<file path="src/rtl/if_fetch_queue.sv">
// Instruction fetch queue: accepts FETCH_WIDTH-wide fetch groups, compacts the
// valid slots into a circular buffer and hands one instruction per pop to decode.
module if_fetch_queue #(
  parameter int DEPTH       = 8,
  parameter int FETCH_WIDTH = 2,
  parameter int EXC_W       = 8
) (
  input  logic                      clk,
  input  logic                      rst,
  input  logic                      flush,
  input  logic                      push_valid,
  output logic                      push_ready,
  input  logic [31:0]               push_pc,
  input  logic [32*FETCH_WIDTH-1:0] push_instr,
  input  logic [FETCH_WIDTH-1:0]    push_mask,
  input  logic [EXC_W-1:0]          push_exc,
  output logic                      pop_valid,
  input  logic                      pop_ready,
  output logic [31:0]               pop_pc,
  output logic [31:0]               pop_instr,
  output logic [EXC_W-1:0]          pop_exc,
  output logic [$clog2(DEPTH):0]    count
);

  localparam int AW = $clog2(DEPTH);
  localparam int CW = AW + 1;

  logic [31:0]      pc_mem_q    [DEPTH];
  logic [31:0]      instr_mem_q [DEPTH];
  logic [EXC_W-1:0] exc_mem_q   [DEPTH];

  logic [AW-1:0] wr_ptr_q, wr_ptr_d;
  logic [AW-1:0] rd_ptr_q, rd_ptr_d;
  logic [CW-1:0] count_q, count_d;

  logic                   do_push, do_pop;
  logic [CW-1:0]          n_push;
  logic [FETCH_WIDTH-1:0] wr_en;
  logic [AW-1:0]          wr_addr  [FETCH_WIDTH];
  logic [31:0]            wr_pc    [FETCH_WIDTH];
  logic [31:0]            wr_instr [FETCH_WIDTH];
  logic [EXC_W-1:0]       wr_exc   [FETCH_WIDTH];

  always_comb begin
    // Only the registered occupancy gates acceptance; a same-cycle pop earns no credit.
    push_ready = !flush && (count_q <= CW'(DEPTH - FETCH_WIDTH));
    pop_valid  = (count_q != '0);
    do_push    = push_valid && push_ready;
    do_pop     = pop_valid && pop_ready;

    n_push = '0;
    wr_en  = '0;
    for (int i = 0; i < FETCH_WIDTH; i++) begin
      wr_addr[i]  = '0;
      wr_pc[i]    = '0;
      wr_instr[i] = '0;
      wr_exc[i]   = '0;
    end

    // A faulting group collapses to a single marker entry carrying the exception.
    if (push_exc != '0) begin
      wr_en[0]    = do_push;
      wr_addr[0]  = wr_ptr_q;
      wr_pc[0]    = push_pc;
      wr_exc[0]   = push_exc;
      n_push      = CW'(1);
    end else begin
      for (int i = 0; i < FETCH_WIDTH; i++) begin
        if (push_mask[i]) begin
          wr_en[i]    = do_push;
          wr_addr[i]  = wr_ptr_q + AW'(n_push);
          wr_pc[i]    = push_pc + 32'(4 * i);
          wr_instr[i] = push_instr[32*i +: 32];
          n_push      = n_push + CW'(1);
        end
      end
    end

    if (flush) begin
      wr_ptr_d = '0;
      rd_ptr_d = '0;
      count_d  = '0;
    end else begin
      wr_ptr_d = do_push ? wr_ptr_q + AW'(n_push) : wr_ptr_q;
      rd_ptr_d = rd_ptr_q + AW'(do_pop);
      count_d  = count_q + (do_push ? n_push : '0) - CW'(do_pop);
    end
  end

  always_ff @(posedge clk or posedge rst) begin
    if (rst) begin
      wr_ptr_q <= '0;
      rd_ptr_q <= '0;
      count_q  <= '0;
    end else begin
      wr_ptr_q <= wr_ptr_d;
      rd_ptr_q <= rd_ptr_d;
      count_q  <= count_d;
    end
  end

  // Storage holds no reset: pointers alone define which entries are live.
  always_ff @(posedge clk) begin
    for (int i = 0; i < FETCH_WIDTH; i++) begin
      if (wr_en[i]) begin
        pc_mem_q[wr_addr[i]]    <= wr_pc[i];
        instr_mem_q[wr_addr[i]] <= wr_instr[i];
        exc_mem_q[wr_addr[i]]   <= wr_exc[i];
      end
    end
  end

  assign pop_pc    = pop_valid ? pc_mem_q[rd_ptr_q]    : '0;
  assign pop_instr = pop_valid ? instr_mem_q[rd_ptr_q] : '0;
  assign pop_exc   = pop_valid ? exc_mem_q[rd_ptr_q]   : '0;
  assign count     = count_q;

endmodule
</file>
<file path="config.mk">
export PLATFORM = sky130hd
export DESIGN_NAME = if_fetch_queue
export DESIGN_NICKNAME = d
export VERILOG_FILES = /design/src/rtl/if_fetch_queue.sv
export SDC_FILE = /design/constraint.sdc
export NUM_CORES = 1
export LEC_CHECK = 0
export BUFFER_PORTS_ARGS = -buffer_cell sky130_fd_sc_hd__buf_2
export CAP_MARGIN = 20
export CORE_MARGIN = 2
export CORE_UTILIZATION = 55
export DETAILED_ROUTE_END_ITERATION = 12
export PLACE_DENSITY_LB_ADDON = 0.05
export SLEW_MARGIN = 20
export SYNTH_ARGS = -nofsm -noshare
export SYNTH_HDL_FRONTEND = slang
export SYNTH_SLANG_ARGS = --single-unit
</file>
<file path="constraint.sdc">
create_clock -name clk -period 3.94 [get_ports clk]
set_input_delay 0.197 -clock clk [delete_from_list [all_inputs] [get_ports clk]]
set_output_delay 0.197 -clock clk [all_outputs]
set_load 0.1 [all_outputs]
</file>
==> results of run 1 <==
## cell usage in the layout, fill, tap and decap left out, types with 14 or more instances in the layout
cell and count:
sky130_fd_sc_hd__nor4_1 17, sky130_fd_sc_hd__dfxtp_1 64, sky130_fd_sc_hd__buf_4 70, sky130_fd_sc_hd__ha_1 14, sky130_fd_sc_hd__inv_1 31, sky130_fd_sc_hd__and2_1 44
sky130_fd_sc_hd__o2bb2ai_1 53, sky130_fd_sc_hd__clkinv_1 22, sky130_fd_sc_hd__o21ai_1 48, sky130_fd_sc_hd__buf_2 188, sky130_fd_sc_hd__a21oi_1 64, sky130_fd_sc_hd__o22ai_1 60
sky130_fd_sc_hd__a22o_1 16, sky130_fd_sc_hd__nand3_1 54, sky130_fd_sc_hd__buf_12 24, sky130_fd_sc_hd__clkbuf_16 69, sky130_fd_sc_hd__nand2_1 481, sky130_fd_sc_hd__edfxtp_1 512
sky130_fd_sc_hd__mux2i_1 74, sky130_fd_sc_hd__nor2_1 95, sky130_fd_sc_hd__nand4_1 27, sky130_fd_sc_hd__a21boi_0 16, sky130_fd_sc_hd__o21ai_0 468, sky130_fd_sc_hd__mux4_2 144
## state kept, by name, indices dropped and copies added (netlist names)
register	flops
exc_mem_q	64
wr_ptr_q	3
count	4
pc_mem_q	256
instr_mem_q	256
rd_ptr_q	3
## kinds of logic (layout without fill, tap and decap cells)
kind of cell | Yosys count | after routing
AOI/OAI and AO/OA | 762 | 762
xor gates and xnor gates | 11 | 11
adders and majority gates | 16 | 16
buffers and inverters | 308 | 448
DFF | 586 | 586
muxes | 218 | 218
other | 0 | 5
and+or+nand+nor | 803 | 803
## path summary, 6_finish.rpt
check,start,end,slack (ps),cells past startpoint
setup reg to reg,count[3],pc_mem_q[7][29],440,9
max in group asynchronous,rst,rd_ptr_q[1],3470,3
setup / recovery,count[3],pc_mem_q[7][29],440,9
min in group asynchronous,rst,count[0],140,3
hold / removal,push_pc[1],pc_mem_q[4][1],30,2
hold reg to reg,exc_mem_q[1][4],exc_mem_q[1][4],450,2
## final cells by class
type | count | area (sq um)
fill | 4407 | 20500
sequential | 586 | 16900
multi-input combinational | 1810 | 12400
timing repair buffer | 294 | 2070
clock buffer | 87 | 1830
tap | 748 | 936
clock inverter | 31 | 199
inverter | 36 | 135
antenna | 5 | 12.5
## layer usage
metal	global-route usage (%)	part of all wire [%]	vias up
li1	-	-	10300
met5	0	0.051	-
met4	13.4	3.7	8
met2	54.4	48	1333
met3	6.10	9.9	288
met1	44.0	39	11400
## power by group through the flow
stage	clock (uW)	sequential, uW	combinational (uW)
finish	5890	7260	7340
global route	6170	7290	7660
CTS	5930	7260	7370
detailed placement	0	7390	7340
global placement	0	7370	7290
floorplan	0	7370	5840
## stage by stage
stage / setup slack, ps / util, % / instance area (sq um) / hold slack [ps] / total power, uW
floorplan: -113 / - / 30600 / 37.2 / 13200
global placement: 601 / 58.9 / 32400 / 203 / 14700
detailed placement: 521 / 58.9 / 32400 / 213 / 14700
CTS: 509 / 62.8 / 34500 / 10.4 / 20600
global route: 352 / 62.8 / 34500 / 26.8 / 21100
finish: 437 / 62.8 / 34500 / 33.1 / 20500
## worst register-to-register path: stages (launching register included)
cell and delay, ps:
sky130_fd_sc_hd__dfrtp_1 450, sky130_fd_sc_hd__inv_1 100, sky130_fd_sc_hd__ha_1 210, sky130_fd_sc_hd__and3_1 240, sky130_fd_sc_hd__a2111o_2 710, sky130_fd_sc_hd__buf_4 390
sky130_fd_sc_hd__o31ai_2 570, sky130_fd_sc_hd__buf_4 250, sky130_fd_sc_hd__o21ai_1 70, sky130_fd_sc_hd__a22o_1 260
==> results.json, run 1 <==
{
  "fp.dieH_um": 240,
  "critical_path.cell_chain": "inv_1, ha_1, and3_1, a2111o_2, buf_4, o31ai_2, buf_4, o21ai_1, a22o_1",
  "count_of_final_setup_violators": 0,
  "relSlewSlack_pct": 34.3,
  "synthDominantAreaCellType": "sky130_fd_sc_hd__edfxtp_1",
  "yosys-top-cells-count": "sky130_fd_sc_hd__edfxtp_1, sky130_fd_sc_hd__nand2_1, sky130_fd_sc_hd__o21ai_0",
  "detail_route.first_pass.iterations": 5,
  "cts.root.buffer_cell": "sky130_fd_sc_hd__clkbuf_16",
  "post_synth.cell_area_avg_sq_um": 11.3,
  "critical_path_buf_inv_count": 3,
  "switchingPower_uw": 8170,
  "syn2layout_area_growth_pct": 12.9,
  "worstPathRequired_ps": 4280,
  "internal-power_uw": 12300,
  "number_of_antenna_violations_at_the_first_check_in_global_routing": 10,
  "timing.critical_path.slowest_cell_delay_ps": 710,
  "gp_routability_congestion": 0.885,
  "tritoncts": "built",
  "synthTopCellsByArea": "sky130_fd_sc_hd__edfxtp_1, sky130_fd_sc_hd__mux4_2, sky130_fd_sc_hd__o21ai_0, sky130_fd_sc_hd__nand2_1, sky130_fd_sc_hd__dfxtp_1",
  "switching_share_pct": 39.9,
  "number_of_nets_with_antenna_violations_after_detailed_routing": 0,
  "hold_buffers": 12,
  "cts_inserted_buffers": 66,
  "p_seq_share_pct": 35.5,
  "crit_path_start_kind": "register",
  "most_frequent_cell_after_synthesis": "sky130_fd_sc_hd__edfxtp_1",
  "grt_first_pass_wirelength_mm": 141,
  "post-route-min-period_ps": 3500,
  "route.final.wire_length_mm": 94.6,
  "post_cts_resize_count": 0,
  "post_synth_adder_cell_area_pct": 0.704,
  "rsz0062_at_grt": "no",
  "buffer_count_from_post_cts_setup_fixing": 0,
  "max-vdd-ir-drop_mv": 0.714,
  "power.share.clock_pct": 28.7,
  "synth_enable_flop_cells": 512,
  "number_of_vias_after_detailed_routing": 23400,
  "setup.worst_path.class": "reg2reg",
  "synth_mux_area_share_pct": 13.0,
  "maximum_buffer_depth_of_the_clock_tree": 3,
  "clock_insertion_delay_worst_skew_ps": 590,
  "crit_arrival_ps": 3840,
  "drive_gt1_share_pct": 20.1,
  "synth_compound_area_share_pct": 14.5,
  "floorplan.io_pins": 189,
  "post-route-drc-count": 0,
  "crit_fanout": 38,
  "yosysSeqAreaShare_pct": 55.3,
  "grt_usage_pct": 33.2,
  "timing_worst_slew_pin_value_ps": 986,
  "setup.worst_path.end_class": "register",
  "gr-total-overflow": 0,
  "synth_async_sr_flop_share_pct": 1.71,
  "max_freq_ghz": 0.285,
  "run_status": "finished, final reports clean",
  "setup_total_negative_slack_ps": 0,
  "grt_pass1_vias": 23000,
  "ys_ff_latch": 586,
  "dp.cells": 3462,
  "netlist_area_sq_um": 30600,
  "num-nets-final": 2921,
  "synthesis.nets": 2831,
  "pwr_density_cell_nw_per_um2": 593,
  "fin_crit_sh_pct": 88.9,
  "synth_cell_types": 63,
  "via_per_inst": 6.50,
  "portBuffers": 188,
  "synth_top_family_by_area": "compound AO/OA/AOI/OAI gates",
  "dpl.hpwl_mm": 56.1,
  "clk_pin_slew_worst_paths_ps": 60,
  "htree_depth": 3,
  "yosys_warns": 0,
  "worst_path_max_delay_cell": "sky130_fd_sc_hd__a2111o_2",
  "die_x_um": 240,
  "hold_viol_final": 0,
  "critical-path-top-cell-by-count": "sky130_fd_sc_hd__buf_4",
  "timing.final.max_slew_violations": 0,
  "post_synth_and_or_nand_nor_area_fraction_pct": 11.8,
  "rows": 86,
  "synth_ff_type": "sky130_fd_sc_hd__edfxtp_1",
  "wl_per_cell_um": 26.3,
  "comb_power_share_pct": 35.8,
  "synth_instances": 2704,
  "core_sq_um": 55000,
  "synth_top_area_share_pct": 50.3,
  "initial_utilization_pct": 55.6,
  "final_cells": 3597,
  "timing.hold.worst.class": "in2reg",
  "number_of_maximum_capacitance_constraint_violations": 0,
  "first_iter_violations": 2533,
  "grt_max_degree": 92,
  "cellLeakagePower_uw": 0.0113,
  "fin_skew_ps": 16.4,
  "kind_of_cell_adding_the_most_delay_to_the_critical_path": "compound AO/OA/AOI/OAI gates",
  "fp.dieArea_sq_um": 57500,
  "parity_gate_share_of_the_synthesized_area_counting_xor_and_xnor_cells_pct": 0.315,
  "clock-sinks": 586
}
(Power assumes the default switching activity.)
==> run 2, diff against run 1 <==
- GPL_TIMING_DRIVEN: default -> 0
==> results.json, run 2 (synthesized netlist as in run 1, its figures left out) <==
{
  "run_status": "finished, violations left",
  "failed_checks": "setup timing",
  "fin_skew_ps": 19.1,
  "placedInstanceArea_sq_um": 32700,
  "cellLeakagePower_uw": 0.0116,
  "num-nets-final": 3120,
  "report.power.total_uw": 20800,
  "worst_path_max_delay_cell": "sky130_fd_sc_hd__clkbuf_2",
  "setup.worst_path.class": "reg2out",
  "max_freq_ghz": 0.253,
  "fin_crit_sh_pct": 100,
  "hold_viol_final": 0,
  "p_seq_share_pct": 34.6,
  "grt_first_pass_wirelength_mm": 166,
  "die_x_um": 240,
  "worstPathRequired_ps": 3740,
  "fp.dieArea_sq_um": 57500,
  "number_of_nets_with_antenna_violations_after_detailed_routing": 0,
  "drive_gt1_share_pct": 19.9,
  "detail_route.first_pass.iterations": 6,
  "post-route-min-period_ps": 3950,
  "cts.root.buffer_cell": "sky130_fd_sc_hd__clkbuf_16",
  "maximum_buffer_depth_of_the_clock_tree": 3,
  "layout_commonest_cell": "sky130_fd_sc_hd__edfxtp_1",
  "crit_path_start_kind": "register",
  "floorplan.io_pins": 189,
  "crit_arrival_ps": 3760,
  "critical_path.cell_chain": "clkbuf_2, clkbuf_2, clkbuf_2, mux4_2, mux2i_1, nor2_1, buf_2",
  "switchingPower_uw": 8570,
  "portBuffers": 177,
  "setup_ws_ps": -12.9,
  "power.share.clock_pct": 28.1,
  "cts_inserted_buffers": 67,
  "timing.critical_path.slowest_cell_delay_ps": 630,
  "fp.dieH_um": 240,
  "critical-path-top-cell-by-count": "sky130_fd_sc_hd__clkbuf_2",
  "syn2layout_area_growth_pct": 14.9,
  "timing.hold.worst.class": "in2reg",
  "post-route-drc-count": 0,
  "timing.final.max_slew_violations": 0,
  "clock-sinks": 586,
  "initial_utilization_pct": 55.6,
  "number_of_vias_after_detailed_routing": 25700,
  "grt_pass1_vias": 24800,
  "wl_met2_mm": 53.7,
  "first_iter_violations": 3838,
  "clk_pin_slew_worst_paths_ps": 60,
  "wl_per_cell_um": 30.9,
  "grt_max_degree": 33,
  "post-place-ws_ps": -1120,
  "switching_share_pct": 41.2,
  "met3_wirelength_mm": 14.8,
  "timing_worst_slew_pin_value_ps": 1320,
  "relSlewSlack_pct": 11.4,
  "via_per_inst": 6.80,
  "routedLengthMet1_mm": 42.1,
  "number_of_maximum_capacitance_constraint_violations": 0,
  "final_design_area_no_fill_sq_um": 35100,
  "count_of_final_setup_violators": 1,
  "comb_power_share_pct": 37.3,
  "internal-power_uw": 12200,
  "route.final.wire_length_mm": 117,
  "gr-total-overflow": 0,
  "top_layer_used": "met5",
  "top_library_cells_by_usage_in_the_layout_fill_and_taps_aside": "sky130_fd_sc_hd__edfxtp_1, sky130_fd_sc_hd__nand2_1, sky130_fd_sc_hd__o21ai_0, sky130_fd_sc_hd__buf_2, sky130_fd_sc_hd__clkbuf_1",
  "hold_ws_ps": 14.3,
  "setup.worst_path.end_class": "output port",
  "htree_depth": 3,
  "gp_routability_congestion": 0.968,
  "clock_insertion_delay_worst_skew_ps": 620,
  "dpl.hpwl_mm": 74.8,
  "grt_usage_pct": 40.6,
  "number_of_antenna_violations_at_the_first_check_in_global_routing": 2,
  "rsz0062_at_grt": "no",
  "core_sq_um": 55000,
  "max-vdd-ir-drop_mv": 0.682,
  "pwr_density_cell_nw_per_um2": 592,
  "fin_util_pct": 63.8,
  "rows": 86,
  "tritoncts": "built",
  "crit_fanout": 10
}
-- run 2: per-layer routing --
| layer | vias up | GRT usage (%) |
|---|---|---|
| li1 | 10700 | - |
| met1 | 12500 | 53.0 |
| met5 | - | 0 |
| met2 | 2020 | 63.4 |
| met4 | 4 | 19.5 |
| met3 | 442 | 10.5 |
-- run 2: layout make-up --
cell class / instances / area [sq um]
fillers: 4377 / 19900
flip-flops and latches: 586 / 16900
multi-input cells: 1817 / 12600
clock buffers: 86 / 1790
repair buffers: 214 / 1340
plain buffers: 271 / 1230
well taps: 748 / 936
clock inverters: 23 / 165
inverters: 36 / 135
diodes: 2 / 5.00
-- run 2: power by group through the flow --
stage | logic [uW] | registers (uW) | clock network (uW)
6_report | 7760 | 7190 | 5850
5_1_grt | 8030 | 7210 | 6030
4_1_cts | 7660 | 7180 | 5800
3_5_place_dp | 7600 | 7310 | 0
3_3_place_gp | 7510 | 7300 | 0
2_1_floorplan | 5840 | 7370 | 0
-- run 2: critical path: cells and delay by family, from the launching register on --
kind	cells	cell delay (ps)
and+or+nand+nor	1	350
DFF	1	350
buffers and inverters	4	2060
muxes	2	370
-- run 2: worst paths after layout --
kind                                   endpoint  slack, ps  cells after the start       startpoint
worst max-delay path                 pop_pc[11]        -10                      7      rd_ptr_q[1]
worst min-delay path             pc_mem_q[6][1]         10                      2       push_pc[1]
worst max register to register  pc_mem_q[5][29]         10                      9         count[3]
worst min register to register  exc_mem_q[1][4]        450                      2  exc_mem_q[1][4]
max in group asynchronous           wr_ptr_q[1]       3520                      3              rst
min in group asynchronous              count[3]        120                      3              rst
-- run 2: per-stage QoR --
step	instances	setup TNS, ps
final	3783	-12.9
after global routing	3781	0
after CTS	3768	-36.2
after detailed placement	3642	-243560
after global placement	3629	-403480
after floorplan	2704	-113
-- run 2: what timing repair did --
| item | in CTS | in global routing |
|---|---|---|
| gates cloned | 4 | 3 |
| hold buffers | 11 | 0 |
| endpoints found under the hold margin | 50 | 0 |
| endpoints found under the setup margin | 492 | 435 |
| setup buffers | 3 | 10 |
| pin swaps | 5 | 6 |
| resized for setup | 30 | 32 |
